--- src/rtl/hex_expr_parser.sv ---
// Purpose : ASCII "[S|U] <hex> <op> <hex> =" parser feeding one command per expression to the ALU.
// Latency : '=' consumed at edge N -> cmd_valid high after edge N; error pulse one cycle after the bad byte.
// Backpr. : rx_ready drops while a command waits in HOLD; cmd_* hold steady until cmd_valid && cmd_ready.
//
// Ports:
//   clk, n_rst              clock, asynchronous active-low reset
//   rx_data/rx_valid/rx_ready   ASCII byte stream from UART RX
//   cmd_valid/cmd_ready     command handshake towards the ALU
//   cmd_op                  1 '+', 2 '-', 3 '*', 4 '/'
//   cmd_signed              1 = operands were sign-extended
//   cmd_src1/cmd_src2       operands extended to DATA_W
//   err_valid/err_code      one-cycle error pulse; code 1 bad char, 2 digit overflow, 3 missing operand
//
// Build option: define HEX_PARSER_LOWER_EN to also accept 'a'-'f' as digits and 's'/'u' as mode selectors.
module hex_expr_parser #(
    parameter int DATA_W = 16
) (
    input  logic              clk,
    input  logic              n_rst,
    input  logic [7:0]        rx_data,
    input  logic              rx_valid,
    output logic              rx_ready,
    output logic              cmd_valid,
    input  logic              cmd_ready,
    output logic [2:0]        cmd_op,
    output logic              cmd_signed,
    output logic [DATA_W-1:0] cmd_src1,
    output logic [DATA_W-1:0] cmd_src2,
    output logic              err_valid,
    output logic [1:0]        err_code
);
    localparam int MAX_DIG = DATA_W / 4;
    localparam int CNT_W   = $clog2(MAX_DIG + 1);

    typedef enum logic [1:0] {IDLE, SRC1, SRC2, HOLD} state_t;

    state_t             state;
    logic [DATA_W-1:0]  acc1, acc2;
    logic [CNT_W-1:0]   cnt1, cnt2;
    logic [2:0]         op_lat;
    logic               signed_mode;

    // Byte classification
    logic       is_dig, is_op, is_eq, is_space, is_eol, is_sel_s, is_sel_u;
    logic [3:0] dig_val;
    logic [2:0] op_val;
    logic       byte_take, do_clear;
    logic [1:0] err_now;

    // Zero- or sign-extend an n-digit accumulator; nibbles above the entered digits are filled.
    function automatic logic [DATA_W-1:0] extend(input logic [DATA_W-1:0] acc,
                                                 input logic [CNT_W-1:0]  cnt,
                                                 input logic              sgn);
        logic fill;
        fill   = 1'b0;
        extend = acc;
        for (int i = 0; i < MAX_DIG; i++)
            if (sgn && (CNT_W'(i + 1) == cnt))
                fill = acc[4*i+3];
        for (int i = 0; i < MAX_DIG; i++)
            if (CNT_W'(i) >= cnt)
                extend[4*i +: 4] = {4{fill}};
    endfunction

    always_comb begin
        is_dig  = 1'b0;
        dig_val = 4'h0;
        if (rx_data >= 8'h30 && rx_data <= 8'h39) begin
            is_dig  = 1'b1;
            dig_val = rx_data[3:0];
        end else if (rx_data >= 8'h41 && rx_data <= 8'h46) begin
            is_dig  = 1'b1;
            dig_val = rx_data[3:0] + 4'd9;
        end
`ifdef HEX_PARSER_LOWER_EN
        else if (rx_data >= 8'h61 && rx_data <= 8'h66) begin
            is_dig  = 1'b1;
            dig_val = rx_data[3:0] + 4'd9;
        end
`endif

        is_op  = 1'b1;
        op_val = 3'd0;
        case (rx_data)
            8'h2B:   op_val = 3'd1;
            8'h2D:   op_val = 3'd2;
            8'h2A:   op_val = 3'd3;
            8'h2F:   op_val = 3'd4;
            default: is_op  = 1'b0;
        endcase

        is_eq    = (rx_data == 8'h3D);
        is_space = (rx_data == 8'h20);
        is_eol   = (rx_data == 8'h0D) || (rx_data == 8'h0A);
`ifdef HEX_PARSER_LOWER_EN
        is_sel_s = (rx_data == 8'h53) || (rx_data == 8'h73);
        is_sel_u = (rx_data == 8'h55) || (rx_data == 8'h75);
`else
        is_sel_s = (rx_data == 8'h53);
        is_sel_u = (rx_data == 8'h55);
`endif
    end

    assign rx_ready  = (state != HOLD);
    // Spaces are consumed but never change anything, so they are not "taken".
    assign byte_take = rx_valid && rx_ready && !is_space;

    always_comb begin
        err_now = 2'd0;
        if (byte_take && !is_eol) begin
            case (state)
                IDLE: if (is_op || is_eq)                      err_now = 2'd3;
                      else if (!is_dig && !is_sel_s && !is_sel_u) err_now = 2'd1;
                SRC1: if (is_dig && cnt1 == CNT_W'(MAX_DIG))    err_now = 2'd2;
                      else if (is_eq)                           err_now = 2'd3;
                      else if (!is_dig && !is_op)               err_now = 2'd1;
                SRC2: if (is_dig && cnt2 == CNT_W'(MAX_DIG))    err_now = 2'd2;
                      else if (is_eq && cnt2 == '0)             err_now = 2'd3;
                      else if (!is_dig && !is_eq)               err_now = 2'd1;
                default: err_now = 2'd0;
            endcase
        end
    end

    // Everything that returns the parser to a fresh IDLE: handshake, abort, error.
    assign do_clear = ((state == HOLD) && cmd_ready) ||
                      (byte_take && (is_eol || (err_now != 2'd0)));

    always_ff @(posedge clk or negedge n_rst) begin
        if (!n_rst) begin
            state       <= IDLE;
            acc1        <= '0;
            acc2        <= '0;
            cnt1        <= '0;
            cnt2        <= '0;
            op_lat      <= 3'd0;
            signed_mode <= 1'b0;
            cmd_valid   <= 1'b0;
            cmd_op      <= 3'd0;
            cmd_signed  <= 1'b0;
            cmd_src1    <= '0;
            cmd_src2    <= '0;
            err_valid   <= 1'b0;
            err_code    <= 2'd0;
        end else begin
            err_valid <= 1'b0;
            if (do_clear) begin
                state       <= IDLE;
                acc1        <= '0;
                acc2        <= '0;
                cnt1        <= '0;
                cnt2        <= '0;
                op_lat      <= 3'd0;
                signed_mode <= 1'b0;
                cmd_valid   <= 1'b0;
                if (err_now != 2'd0) begin
                    err_valid <= 1'b1;
                    err_code  <= err_now;
                end
            end else if (byte_take) begin
                case (state)
                    IDLE: begin
                        if (is_dig) begin
                            acc1  <= {{(DATA_W-4){1'b0}}, dig_val};
                            cnt1  <= CNT_W'(1);
                            state <= SRC1;
                        end else begin
                            // Only the mode selectors survive the error check here.
                            signed_mode <= is_sel_s;
                        end
                    end
                    SRC1: begin
                        if (is_dig) begin
                            acc1 <= {acc1[DATA_W-5:0], dig_val};
                            cnt1 <= cnt1 + 1'b1;
                        end else begin
                            op_lat <= op_val;
                            state  <= SRC2;
                        end
                    end
                    SRC2: begin
                        if (is_dig) begin
                            acc2 <= {acc2[DATA_W-5:0], dig_val};
                            cnt2 <= cnt2 + 1'b1;
                        end else begin
                            // '=' with at least one digit: publish the command.
                            cmd_valid  <= 1'b1;
                            cmd_op     <= op_lat;
                            cmd_signed <= signed_mode;
                            cmd_src1   <= extend(acc1, cnt1, signed_mode);
                            cmd_src2   <= extend(acc2, cnt2, signed_mode);
                            state      <= HOLD;
                        end
                    end
                    default: state <= state;
                endcase
            end
        end
    end
endmodule
--- config.mk ---
export PLATFORM = sky130hd
export DESIGN_NAME = hex_expr_parser
export DESIGN_NICKNAME = d
export VERILOG_FILES = /design/src/rtl/hex_expr_parser.sv
export SDC_FILE = /design/constraint.sdc
export NUM_CORES = 1
export LEC_CHECK = 0
export CAP_MARGIN = 20
export CORE_ASPECT_RATIO = 1.5
export CORE_MARGIN = 2
export CORE_UTILIZATION = 45
export CTS_CLUSTER_SIZE = 30
export DETAILED_ROUTE_END_ITERATION = 12
export PLACE_DENSITY_LB_ADDON = 0.1
export SLEW_MARGIN = 25
export SYNTH_ARGS = -nofsm -noshare
export SYNTH_HDL_FRONTEND = slang
export SYNTH_SLANG_ARGS = --single-unit
--- constraint.sdc ---
create_clock -name clk -period 2.9 [get_ports clk]
set_input_delay 0.725 -clock clk [delete_from_list [all_inputs] [get_ports clk]]
set_output_delay 0.725 -clock clk [all_outputs]
set_load 0.01 [all_outputs]
==> impl_results.rst <==
.. list-table::
   :header-rows: 1

   * - Metric
     - Value
   * - Warnings, synthesis
     - 0
   * - Die outline width
     - 85.6 um
   * - Final setup slack of the worst path
     - 67.9 ps
   * - Critical path startpoint category
     - input port
   * - Antenna violations before repair
     - 0
   * - Power density relative to cell area
     - 456 nW/um2
   * - Met2 wire length
     - 5830 um
   * - Final HPWL from detailed placement
     - a little over 8000 um
   * - Global route overflow
     - 0
   * - Max Cap Viol
     - 0
   * - I/O pins
     - 53
   * - Final Max Slew Viols
     - 0
   * - Detailed-route via count
     - 3736
   * - First-pass iteration count of the detailed router
     - 4
   * - Fillers
     - just over 800
   * - Final critical-path share of the clock period
     - 97.7%
   * - Number of buffers inserted by port buffering
     - between 50 and 60
   * - Wire length of the first global-routing pass
     - 19200 um
   * - Critical Path Fanout Max
     - 5
   * - Non-filler cells in the finished layout
     - 672
   * - Post-synth top area share
     - 46.8%
   * - Number of synthesized register bits
     - 84
   * - Max Buffers Root-to-Sink
     - 2
   * - Vias per cell
     - 5.56
   * - Minimum setup slack among reg-to-reg paths
     - around 180 ps
   * - CTS tree
     - built
   * - Min Tclk post-route
     - 2830 ps
   * - Antenna cells
     - 0
   * - Instance count of the mapped netlist
     - 419
   * - Mean routed wirelength per cell
     - 16.9 um
   * - Floorplan core area
     - 9690 um2
   * - Max-slew headroom
     - 54.4%
   * - Fin. Hold Viols
     - 0
   * - Die footprint
     - 10800 um2
   * - Worst-case clock skew
     - around 6.5 ps
   * - Clock network latency to the later pin of the worst-skew pair
     - 330 ps
   * - All-Layer GR Usage
     - 22.5%
   * - Critical path class
     - input port to flop
   * - Largest cells by area after synthesis
     - sky130_fd_sc_hd__dfrtp_1 47%, sky130_fd_sc_hd__mux2_4 6.0%, sky130_fd_sc_hd__a22o_1 5.3%
   * - Pre-CTS WS
     - -804 ps
   * - Register area share after synthesis
     - 46.8%
   * - Number of global-route vias before repair
     - 3943
   * - First DRT Iteration DRCs
     - ~190
   * - Top Metal Used
     - met4
   * - Kind of path behind the tightest hold check
     - input port to asynchronous set/reset pin
   * - Endpoint class of the critical path
     - flop
   * - Number of enable-type register cells in the synthesized netlist
     - 0
   * - Remaining antenna violation count
     - 0
   * - Cell count after placement
     - 641
   * - Wl on met1
     - 4580 um
   * - Result of the run
     - finished, final reports clean
   * - Cell area after layout
     - 6180 um2
   * - TritonCTS Sinks
     - 84
   * - Launch point of the worst reg-to-reg path
     - cnt2[1]$_DFFE_PN0P_
   * - RSZ-0062 raised after global routing
     - no
   * - WP data arrival
     - approximately 3100 ps
   * - Vertical die dimension
     - 126 um
   * - Net count of the mapped netlist
     - between 400 and 500
   * - Cells on worst reg2reg path
     - 10
   * - Total clock buffers created by CTS
     - 9
   * - Slew at the pin closest to its max-slew limit
     - ~680 ps
   * - Worst endpoint required time
     - 3120 ps
   * - Post-synth cell types
     - between 50 and 60
   * - VDD IR max
     - about 0.47 mV
   * - Cell type contributing the most total cell area after synthesis
     - sky130_fd_sc_hd__dfrtp_1
   * - Capture point of the worst reg-to-reg path
     - cmd_src1[3]$_DFFE_PN0P_
   * - Residual DRC
     - 0
   * - Static leakage
     - 3.02 nW
   * - Net count of the finished layout
     - 580
   * - Mapped Area
     - 4490 um2
   * - Growth of design area from synthesis to finish
     - 37.6%
   * - Top achievable clock speed
     - 353 MHz
   * - Primary flip-flop cell chosen by synthesis mapping
     - sky130_fd_sc_hd__dfrtp_1
   * - Total length of routed met3 wires
     - 353 um
   * - Root Buffer Master
     - sky130_fd_sc_hd__clkbuf_16
   * - Proportion of register bits with asynchronous set or reset after synthesis
     - 100%
   * - Post-Route WL
     - 11300 um
   * - Largest net degree at the start of global routing
     - 54
   * - # rows
     - 44
   * - Mean Syn Cell Area
     - 10.7 um2
   * - Placed Instance Area
     - between 5000 and 6000 um2
   * - Layout cells sized above 1
     - 27.5%
   * - Global placer's final weighted congestion
     - 0.922
   * - Reg clk slew, reported paths
     - 60 ps
   * - Total chip power
     - 0.00282 W
   * - Final setup vio count
     - 0
   * - Initial cell density of the core
     - 46.4%
   * - Total number of H-tree levels
     - 3
flip-flops by register name, indices dropped and copies added (netlist names):
register     cells
acc1            16
acc2            16
cmd_op           3
cmd_signed       1
cmd_src1        16
cmd_src2        16
cmd_valid        1
cnt1             3
cnt2             3
err_code         2
err_valid        1
op_lat           3
signed_mode      1
state            2
power breakdown:
group          total (W)  leakage (nW)  internal [W]  switching, W
Combinational   0.000469          1.77      0.000248      0.000220
Clock            0.00105         0.129      0.000601      0.000450
Sequential       0.00130          1.12       0.00125     0.0000458
synthesized netlist by cell type (2+ instances only):
cell type and instances:
sky130_fd_sc_hd__o21bai_1 3, sky130_fd_sc_hd__a211o_1 4, sky130_fd_sc_hd__a21oi_1 22, sky130_fd_sc_hd__o2111ai_1 6, sky130_fd_sc_hd__nand4_1 2, sky130_fd_sc_hd__a211oi_1 2, sky130_fd_sc_hd__nor3b_1 2, sky130_fd_sc_hd__nor2_1 8
sky130_fd_sc_hd__nand2_1 44, sky130_fd_sc_hd__clkbuf_1 10, sky130_fd_sc_hd__mux2_4 18, sky130_fd_sc_hd__a21o_1 2, sky130_fd_sc_hd__ha_1 16, sky130_fd_sc_hd__o21a_1 2, sky130_fd_sc_hd__dfrtp_1 84, sky130_fd_sc_hd__or2_2 2
sky130_fd_sc_hd__mux2_2 9, sky130_fd_sc_hd__o21ai_0 22, sky130_fd_sc_hd__nand2b_1 6, sky130_fd_sc_hd__nor3_1 3, sky130_fd_sc_hd__inv_1 37, sky130_fd_sc_hd__a31oi_1 4, sky130_fd_sc_hd__a22oi_1 2, sky130_fd_sc_hd__a22o_1 27
sky130_fd_sc_hd__and2_1 2, sky130_fd_sc_hd__nor2b_1 3, sky130_fd_sc_hd__o221ai_1 3, sky130_fd_sc_hd__o2bb2ai_1 9, sky130_fd_sc_hd__o211ai_1 5, sky130_fd_sc_hd__nand3b_1 2, sky130_fd_sc_hd__buf_4 3, sky130_fd_sc_hd__nand3_1 16
sky130_fd_sc_hd__nor4_1 2, sky130_fd_sc_hd__mux2i_1 13, sky130_fd_sc_hd__buf_6 3
worst max path at each step:
stage | from | end | slack (ps) | cells past startpoint
2_1_floorplan | rx_data[1] | cmd_op[0]$_DFFE_PN0P_ | -210 | 10
3_3_place_gp | rx_data[0] | cmd_src1[7]$_DFFE_PN0P_ | -790 | 10
3_5_place_dp | rx_data[0] | cmd_src1[8]$_DFFE_PN0P_ | -800 | 10
4_1_cts | rx_data[5] | cmd_src1[3]$_DFFE_PN0P_ | 10 | 9
5_1_grt | rx_data[1] | cmd_src2[10]$_DFFE_PN0P_ | 1 | 11
6_report | rx_data[1] | cmd_src1[3]$_DFFE_PN0P_ | 70 | 11
repair_timing:
action                                  CTS  global route
endpoints found under the setup margin   84            76
buffers inserted                         12             0
pin swaps                                 8             6
hold buffers                              0             0
resized for setup                        41             6
cloned                                    3             0
logic make-up after synthesis:
kind of cell,count (synthesis),synth area share (%)
fa+ha+maj,16,4.45
buf+inv,54,5.29
compound gates,124,20.9
xor+xnor,2,0.390
mux,40,11.2
simple gates,99,11.1
flops,84,46.8
area by class of cell:
| cell class | instances | area (um2) | share of cell area, % |
|---|---|---|---|
| clock inverters | 4 | 25.0 | 0.405 |
| well taps | 115 | 144 | 2.33 |
| repair buffers | 139 | 1280 | 20.7 |
| flip-flops and latches | 84 | 2100 | 34.0 |
| inverters | 37 | 141 | 2.29 |
| multi-input cells | 281 | 2240 | 36.3 |
| clock buffers | 12 | 246 | 3.99 |
metrics by stage:
stage          util (%)  setup TNS (ps)  hold slack (ps)
2_1_floorplan         -           -6300              429
3_3_place_gp       58.2          -56590              465
3_5_place_dp       58.2          -59360              466
4_1_cts            63.8               0              329
5_1_grt            63.8               0              346
6_report           63.8               0              316
per-layer routing:
layer / vias to the layer above / global-route usage (%)
li1: 1802 / -
met1: 1805 / 25.9
met2: 93 / 39.5
met3: 36 / 3.12
met4: 0 / 12.7
met5: - / 0
cell usage in the layout (no fill, tap or decap), types with 3 or more instances in the layout:
| cell type | count |
|---|---|
| sky130_fd_sc_hd__clkdlybuf4s50_1 | 43 |
| sky130_fd_sc_hd__buf_16 | 3 |
| sky130_fd_sc_hd__a21oi_1 | 19 |
| sky130_fd_sc_hd__dfrtp_1 | 84 |
| sky130_fd_sc_hd__nor2b_1 | 3 |
| sky130_fd_sc_hd__o21bai_1 | 3 |
| sky130_fd_sc_hd__nand2b_1 | 6 |
| sky130_fd_sc_hd__o211ai_1 | 5 |
| sky130_fd_sc_hd__o2bb2ai_1 | 9 |
| sky130_fd_sc_hd__o2111ai_1 | 6 |
| sky130_fd_sc_hd__buf_6 | 7 |
| sky130_fd_sc_hd__mux2_4 | 19 |
| sky130_fd_sc_hd__mux2i_1 | 13 |
| sky130_fd_sc_hd__nand3_1 | 16 |
| sky130_fd_sc_hd__o221ai_1 | 3 |
| sky130_fd_sc_hd__a22o_1 | 27 |
| sky130_fd_sc_hd__a31oi_1 | 4 |
| sky130_fd_sc_hd__inv_1 | 35 |
| sky130_fd_sc_hd__o21ai_0 | 22 |
| sky130_fd_sc_hd__ha_1 | 14 |
| sky130_fd_sc_hd__clkbuf_16 | 9 |
| sky130_fd_sc_hd__nand2_1 | 44 |
| sky130_fd_sc_hd__mux2_2 | 8 |
| sky130_fd_sc_hd__nor2_1 | 7 |
| sky130_fd_sc_hd__nor3_1 | 3 |
| sky130_fd_sc_hd__buf_4 | 77 |
| sky130_fd_sc_hd__a211o_1 | 4 |
critical path, cell delays in order:
cell and delay, ps:
sky130_fd_sc_hd__buf_6 100, sky130_fd_sc_hd__buf_4 130, sky130_fd_sc_hd__ha_1 190, sky130_fd_sc_hd__mux2_4 300
sky130_fd_sc_hd__o2111a_1 270, sky130_fd_sc_hd__a311oi_2 260, sky130_fd_sc_hd__o21a_2 240, sky130_fd_sc_hd__o2111ai_4 210
sky130_fd_sc_hd__buf_6 200, sky130_fd_sc_hd__buf_16 130, sky130_fd_sc_hd__mux2_4 290
Note: power is estimated with default switching activity, not from simulation.
